===== src/rtl/bsg_thermometer_ramp.sv =====
// Thermometer ramp: walks a thermometer mask one bit per step toward a binary target.
// Latency: |target-cur|*(dwell_p+1) edges after acceptance; outputs are registered.
// Backpressure: ready_o is high only in IDLE; hold_i freezes stepping mid-ramp.
//
// Ports:
//   clk_i     - clock, all state updates on rising edge
//   reset_i   - asynchronous active-high reset
//   count_i   - requested target population (binary), sampled at transfer only
//   v_i       - count_i valid; transfer when v_i & ready_o at a rising edge
//   ready_o   - block is IDLE and can accept a new target
//   hold_i    - pause stepping (cur and dwell counter frozen) while high
//   thermo_o  - current mask, bits [cur-1:0] set
//   busy_o    - ramp in progress
//   done_o    - one-cycle pulse on the first IDLE cycle after reaching the target
//   count_o   - registered binary cur (only when BSG_THERMOMETER_RAMP_COUNT_O_EN is defined)
//
// Optional feature macro: BSG_THERMOMETER_RAMP_COUNT_O_EN adds the count_o telemetry port.

module bsg_thermometer_ramp #(
  parameter  int width_p     = 16,
  parameter  int dwell_p     = 0,
  localparam int lg_width_lp = $clog2(width_p+1)
) (
  input  logic                   clk_i,
  input  logic                   reset_i,
  input  logic [lg_width_lp-1:0] count_i,
  input  logic                   v_i,
  output logic                   ready_o,
  input  logic                   hold_i,
  output logic [width_p-1:0]     thermo_o,
  output logic                   busy_o,
  output logic                   done_o
`ifdef BSG_THERMOMETER_RAMP_COUNT_O_EN
  ,
  output logic [lg_width_lp-1:0] count_o
`endif
);

  // Dwell counter needs at least one bit even when dwell_p is 0.
  localparam int dwell_w_lp = (dwell_p < 1) ? 1 : $clog2(dwell_p+1);
  localparam logic [dwell_w_lp-1:0]  dwell_lp = dwell_w_lp'(dwell_p);
  localparam logic [lg_width_lp-1:0] width_lp = lg_width_lp'(width_p);

  localparam logic [1:0] idle_s = 2'd0;
  localparam logic [1:0] up_s   = 2'd1;
  localparam logic [1:0] down_s = 2'd2;

  logic [1:0]             state_r,  state_n;
  logic [lg_width_lp-1:0] cur_r,    cur_n;
  logic [lg_width_lp-1:0] target_r, target_n;
  logic [dwell_w_lp-1:0]  dwell_r,  dwell_n;
  logic                   done_r,   done_n;
  logic [width_p-1:0]     thermo_r, thermo_n;
  logic [lg_width_lp-1:0] target_clamped;

  // Requests beyond the bank count saturate so cur can never pass width_p.
  always_comb begin
    if (count_i > width_lp)
      target_clamped = width_lp;
    else
      target_clamped = count_i;
  end

  always_comb begin
    state_n  = state_r;
    cur_n    = cur_r;
    target_n = target_r;
    dwell_n  = dwell_r;
    done_n   = 1'b0;

    case (state_r)
      idle_s: begin
        if (v_i) begin
          target_n = target_clamped;
          if (target_clamped > cur_r) begin
            state_n = up_s;
            dwell_n = dwell_lp;
          end else if (target_clamped < cur_r) begin
            state_n = down_s;
            dwell_n = dwell_lp;
          end else begin
            // Already there: acknowledge with a done pulse, never go busy.
            done_n = 1'b1;
          end
        end
      end

      up_s, down_s: begin
        if (!hold_i) begin
          if (dwell_r == '0) begin
            // Target is strictly beyond cur in the ramp direction, so the
            // step can neither overflow width_p nor underflow zero.
            if (state_r == up_s)
              cur_n = cur_r + lg_width_lp'(1);
            else
              cur_n = cur_r - lg_width_lp'(1);
            dwell_n = dwell_lp;
            if (cur_n == target_r) begin
              state_n = idle_s;
              done_n  = 1'b1;
            end
          end else begin
            dwell_n = dwell_r - dwell_w_lp'(1);
          end
        end
      end

      default: begin
        state_n = idle_s;
      end
    endcase
  end

  // Mask is built from the next cur so the registered mask lines up with cur_r.
  always_comb begin
    thermo_n = '0;
    for (int i = 0; i < width_p; i++) begin
      thermo_n[i] = (cur_n > lg_width_lp'(i));
    end
  end

  always_ff @(posedge clk_i or posedge reset_i) begin
    if (reset_i) begin
      state_r  <= idle_s;
      cur_r    <= '0;
      target_r <= '0;
      dwell_r  <= '0;
      done_r   <= 1'b0;
      thermo_r <= '0;
    end else begin
      state_r  <= state_n;
      cur_r    <= cur_n;
      target_r <= target_n;
      dwell_r  <= dwell_n;
      done_r   <= done_n;
      thermo_r <= thermo_n;
    end
  end

  assign ready_o  = (state_r == idle_s);
  assign busy_o   = (state_r != idle_s);
  assign done_o   = done_r;
  assign thermo_o = thermo_r;

`ifdef BSG_THERMOMETER_RAMP_COUNT_O_EN
  assign count_o = cur_r;
`endif

endmodule


===== config.mk =====
export PLATFORM = sky130hd
export DESIGN_NAME = bsg_thermometer_ramp
export DESIGN_NICKNAME = d
export VERILOG_FILES = /design/src/rtl/bsg_thermometer_ramp.sv
export SDC_FILE = /design/constraint.sdc
export NUM_CORES = 1
export LEC_CHECK = 0
export ABC_AREA = 1
export BUFFER_PORTS_ARGS = -buffer_cell sky130_fd_sc_hd__buf_2
export CORE_MARGIN = 5
export CORE_UTILIZATION = 45
export CTS_CLUSTER_SIZE = 14
export DETAILED_ROUTE_END_ITERATION = 6
export PLACE_DENSITY_LB_ADDON = 0.12
export SYNTH_ARGS = -nofsm -noshare
export SYNTH_HDL_FRONTEND = slang
export SYNTH_SLANG_ARGS = --single-unit

===== constraint.sdc =====
create_clock -name clk_i -period 3 [get_ports clk_i]
set_input_delay 0.3 -clock clk_i [delete_from_list [all_inputs] [get_ports clk_i]]
set_output_delay 0.3 -clock clk_i [all_outputs]
set_load 0.02 [all_outputs]

* Word level (Yosys, flattened, before mapping)
Index checks and enable logic that the tools add are counted.
Cells by class: $add $sub $neg 3, $lt $le $gt $ge 19, equal/unequal tests 8, muxes and demuxes 28, reduce and logical (&&, ||, !) cells 7
Operators with widths (count):
- 5-bit by 4-bit > comparator with 1-bit output (second input constant) | 8
- 5-bit 2-to-1 mux | 8
- 5-bit by 3-bit > comparator with 1-bit output (second input constant) | 4
- 2-bit 2-to-1 mux | 6
- 1-bit 2-to-1 mux | 11
- 5-bit by 1-bit > comparator with 1-bit output (second input constant) | 2
- 5-bit by 2-bit > comparator with 1-bit output (second input constant) | 2
- 2-bit != test (second input constant) | 4
- 5-bit by 1-bit adder with 5-bit output (second input constant) | 1
- 5-bit == test | 1
- 5-bit > comparator | 1
- 5-bit > comparator (second input constant) | 1
- 5-bit less-than comparator | 1
- 5-bit AND reduction | 1
- 5-bit by 1-bit subtractor with 5-bit output (second input constant) | 1
- 1-bit case mux with 2 select lines | 2
- 2-bit case mux with 2 select lines | 1
- 4-bit AND reduction | 1
- 2-bit nonzero test | 2
- 3-bit by 1-bit != test with 1-bit output (second input constant) | 1
- 2-bit by 1-bit == test with 1-bit output (second input constant) | 1
- 2-bit == test (second input constant) | 1
- 2-bit logical NOT | 1
- 2-bit AND reduction | 1
- 2 further kinds | 2
Storage, ports and cells: bits in registers 30, bits of input ports 9

* Depth between registers and ports, before layout
depth after elaboration 10, depth in mapped cells 14, depth with buffers taken out 14

* Worst setup path before layout
No wires, ideal clock.
kind flip-flop to flip-flop, start register state_r[1], end register thermo_r[8], in the netlist thermo_o[8], setup time 0.120 ns, data arrival time 1.910 ns, data required time 2.880 ns, slack 0.970 ns, stages on the path, launching flop included 13, path buffers 0, cell sequence dfrtp_1 > inv_1 > ha_1 > inv_2 > ha_1 > a21oi_2 > nand2_1 > nand2_2 > nand2_2 > o21ai_4 > nand2_2 > nor2_4 > a21oi_2
Between the ends: longest elaborated chain between the ends 9, elaborated cells between the ends (all ways) 11, classes of those cells order compare: 1; eq/ne: 2; mux: 7; reduce/logical: 1
RTL lines:
- start: declaration | line 48 | logic [1:0] state_r, state_n;
- start signal: assignment | line 124 | state_r <= idle_s;
- start signal: assignment | line 131 | state_r <= state_n;
- 2-bit by 1-bit == test with 1-bit output | line 71, 93
- 5-bit 2-to-1 mux | line 93 | if (state_r == up_s)
- 5-bit 2-to-1 mux | line 90 | if (dwell_r == '0) begin
- 5-bit 2-to-1 mux | line 89 | if (!hold_i) begin
- 5-bit 2-to-1 mux | line 71 | case (state_r)
- 5-bit 2-to-1 mux | line 90
- 5-bit 2-to-1 mux | line 89
- 5-bit 2-to-1 mux (*) | line 71
- 5-bit by 4-bit > comparator with 1-bit output (*) | line 118 | thermo_n[i] = (cur_n > lg_width_lp'(i));
- net thermo_n[8] | line 53 | logic [width_p-1:0] thermo_r, thermo_n;
- end signal: assignment | line 136 | thermo_r <= thermo_n;
- end: declaration | line 53
Mark *: on every way through the listed nets, which the timed path passes. The rest lies on a longest branch. The select of a mux whose other input is x is not followed. A chain may end at the register's enable or synchronous reset.

* Worst setup path after layout
start register state_r[1], end register thermo_r[11], in the netlist thermo_o[11]
Between the ends: longest elaborated chain between the ends 9, elaborated cells between the ends (all ways) 11, classes of those cells order compare: 1; eq/ne: 2; mux: 7; reduce/logical: 1
RTL lines:
- 2-bit by 1-bit == test with 1-bit output | line 71, 93
- 5-bit 2-to-1 mux | line 93
- 5-bit 2-to-1 mux | line 90
- 5-bit 2-to-1 mux | line 89
- 5-bit 2-to-1 mux | line 71
- 5-bit 2-to-1 mux | line 90
- 5-bit 2-to-1 mux | line 89
- 5-bit 2-to-1 mux (*) | line 71
- net cur_n[4] | line 49 | logic [lg_width_lp-1:0] cur_r, cur_n;
- 5-bit by 4-bit > comparator with 1-bit output (*) | line 118
- net thermo_n[11] | line 53
Marks and branches as above.

==> summary.md <==
| Metric | Value |
|---|---|
| Required time of the critical path | 3.17 ns |
| Drt wl/cell | 12.2 um |
| NumNets Final | 247 |
| Post-route insts no fill | 275 |
| Via count | 1297 |
| Max Fclk | 439 MHz |
| Starting Density | 46.0% |
| # H-tree levels | 2 |
| FP Rows | 22 |
| Post-synthesis mux area share | 0% |
| Number of global-route vias before repair | 1264 |
| Final hold slack | 0.283 ns |
| Port Buffers | 27 |
| Gate Count Post-Synth | 192 |
| DR DRC count | 0 |
| Count of cell types in the netlist | 26 |
| FILL cells | 360 |
| Adder and majority gate portion of the synthesized area | 9.43% |
| Worst Hold Class | in2async |
| Final setup fails | 0 |
| Largest family of logic cells by synthesized area | simple AND/OR/NAND/NOR gates |
| Hpwl dp | 2.74 mm |
| Critical Path Start Type | flip-flop |
| Slack of the critical path | 0.723 ns |
| Crit. End Element | flip-flop |
| Unrepaired setup endpoints after global routing | no |
| Worst-margin pin slew | 1.07 ns |
| Hold-fix buffer count after cts | 0 |
| Initial antenna violation count | 0 |
| Pwr/cell area | 1300 nW/um^2 |
| Peak VDD IR | 591 uV |
| Synth Area in Simple Gates | 27.8% |
| Die width | 71.0 um |
| P&R area growth vs syn | 18.6% |
| Drt total wl | 3.37 mm |
| Max FO, Critical Path | 7 |
| Clock transition at path regs | 0.06 ns |
| YS warnings | 0 |
| Post-CTS sizing | 0 |
| Largest stage delay on the critical path | 0.39 ns |
| Commonest non-fill, non-tap cell in the layout | nand2_1 |
| Final Hold Viols | 0 |
| Period Utilization, post-route | 75.9% |
| Top Ports | 28 |
| Register area share after synthesis | 43.4% |
| Vias per cell | 4.72 |
| CTS Buf Count | 5 |
| TritonRoute pass-1 iters | 4 |
| Tot GR Track Use | 14.9% |
| Initial DRC Count | 35 |
| Synth Area in Compound Gates | 8.38% |
| Post-Route Skew | 0.00238 ns |
| CP startpoint | state_r[1]$_DFFE_PP0P_ |
| Placed cell count | 267 |
| Largest net degree at the start of global routing | 30 |
| Worst path slowest cell | dfrtp_1 |
| Setup tns final | 0 ns |
| Kind of cell adding the most delay to the critical path | adder cells |
| Yosys reg bits | 29 |
| Antenna diodes | 0 |
| TritonCTS clock tree | yes |
| Share of layout cells above drive strength 1 | 30.4% |
| Outcome | finished clean |
| Setup Fix Bufs, Post-CTS | 0 |
| Max-cap viol count | 0 |
| Core outline area | 3630 um^2 |
| CTS max path bufs | 2 |
| Synth Area in XOR/XNOR | 2.99% |
| Reg-to-Reg Start | state_r[1]$_DFFE_PP0P_ |
| Relative slew slack | 28.8% |
| Buf/Inv on CP | 4 |
| Worst-path cell chain | inv_1 > ha_1 > inv_2 > ha_1 > a21oi_2 > nand2_1 > nand2_2 > nand2_2 > o21ai_4 > inv_2 > a21oi_2 > inv_1 |
| Register area | 726 um^2 |
| Most frequent cells in the layout | nand2_1, dfrtp_1, buf_2 |
| Post-place setup slack | 0.731 ns |
| Lkg Pwr | 0.995 nW |
| Multi-input logic area | 812 um^2 |
| Mapped cell area | 1670 um^2 |
| Antenna-violating nets left | 0 |
| CTS Sinks | 29 |
| RePlAce Congestion | 0.839 |
| Mapped Avg Cell Area | 8.71 um^2 |
| Gr ovfl total | 0 |
| Die Span Y | 71.0 um |
| Critical path type | reg2reg |
| Final Slew Violations | 0 |
| Crit path time final | 2.28 ns |
| Syn Nets | 213 |
| Total die area | 5030 um^2 |
| Clk_lat worst skew | 0.28 ns |
| Global-route wire length before repair | 5.87 mm |
| Crit path DAT | 2.45 ns |
| Root Driver | clkbuf_8 |
sequential cells by signal, summed over array words and instances, names as in the netlist:
register	flops
target_r	5
thermo_o	16
state_r	2
cur_r	5
done_o	1
Yosys cell counts, drive strengths merged:
cell / instances / share of area, %
o21ai: 12 / 5.6
nand3b: 1 / 0.45
nor3: 1 / 0.30
nor2: 17 / 5.8
inv: 35 / 8.0
fa: 1 / 1.2
ha: 11 / 8.2
nand4: 2 / 0.75
xor2: 4 / 3.0
a21oi: 7 / 2.8
nand3: 21 / 7.2
nor4: 1 / 0.37
dfrtp: 29 / 43
nand2: 50 / 13
final timing paths:
| path | to | slack [ns] | cells after the start |
|---|---|---|---|
| max | thermo_o[11]$_DFF_PP0_ | 0.72 | 12 |
| min | state_r[1]$_DFFE_PP0P_ | 0.28 | 2 |
| max reg2reg | thermo_o[11]$_DFF_PP0_ | 0.72 | 12 |
| min reg2reg | state_r[1]$_DFFE_PP0P_ | 0.51 | 2 |
| max in group asynchronous | target_r[0]$_DFFE_PP0P_ | 2.08 | 2 |
| min in group clk_i | target_r[4]$_DFFE_PP0P_ | 0.35 | 3 |
where the power goes:
part | total [mW] | internal, mW | switching, mW
clock | 0.414 | 0.270 | 0.144
sequential | 0.640 | 0.552 | 0.0877
combinational | 1.52 | 0.500 | 1.02
total | 2.58 | 1.32 | 1.25
metal layers:
metal  vias up  track usage [%]  wire [um]
li1        673                -          -
met1       595             19.7       1570
met2        24             23.3       1580
met3         5             4.83        173
met4         0             4.38         44
met5         -                0          0
per-stage QoR:
step                      instance area [um^2]  util (%)  total power, mW
final                                     1980      54.6             2.58
after global routing                      1980      54.6             2.80
after CTS                                 1980      54.6             2.61
after detailed placement                  1870      51.4             2.18
after global placement                    1870      51.4             2.15
after floorplan                           1670         -             1.83
layout make-up:
| cell class | count | area share [%] |
|---|---|---|
| clock buffer | 7 | 4.35 |
| clock inverter | 1 | 1.51 |
| inverter | 35 | 6.75 |
| multi-input combinational | 128 | 40.9 |
| sequential | 29 | 36.6 |
| tap | 48 | 3.03 |
| timing repair buffer | 27 | 6.81 |
cells by family (layout without fill, tap and decap cells):
kind of cell,Yosys count,after routing
DFF,29,29
and+or+nand+nor,93,93
adders and majority gates,12,12
xor gates and xnor gates,4,4
buffers and inverters,35,70
AOI/OAI and AO/OA,19,19
Note: power is estimated with default switching activity, not from simulation.
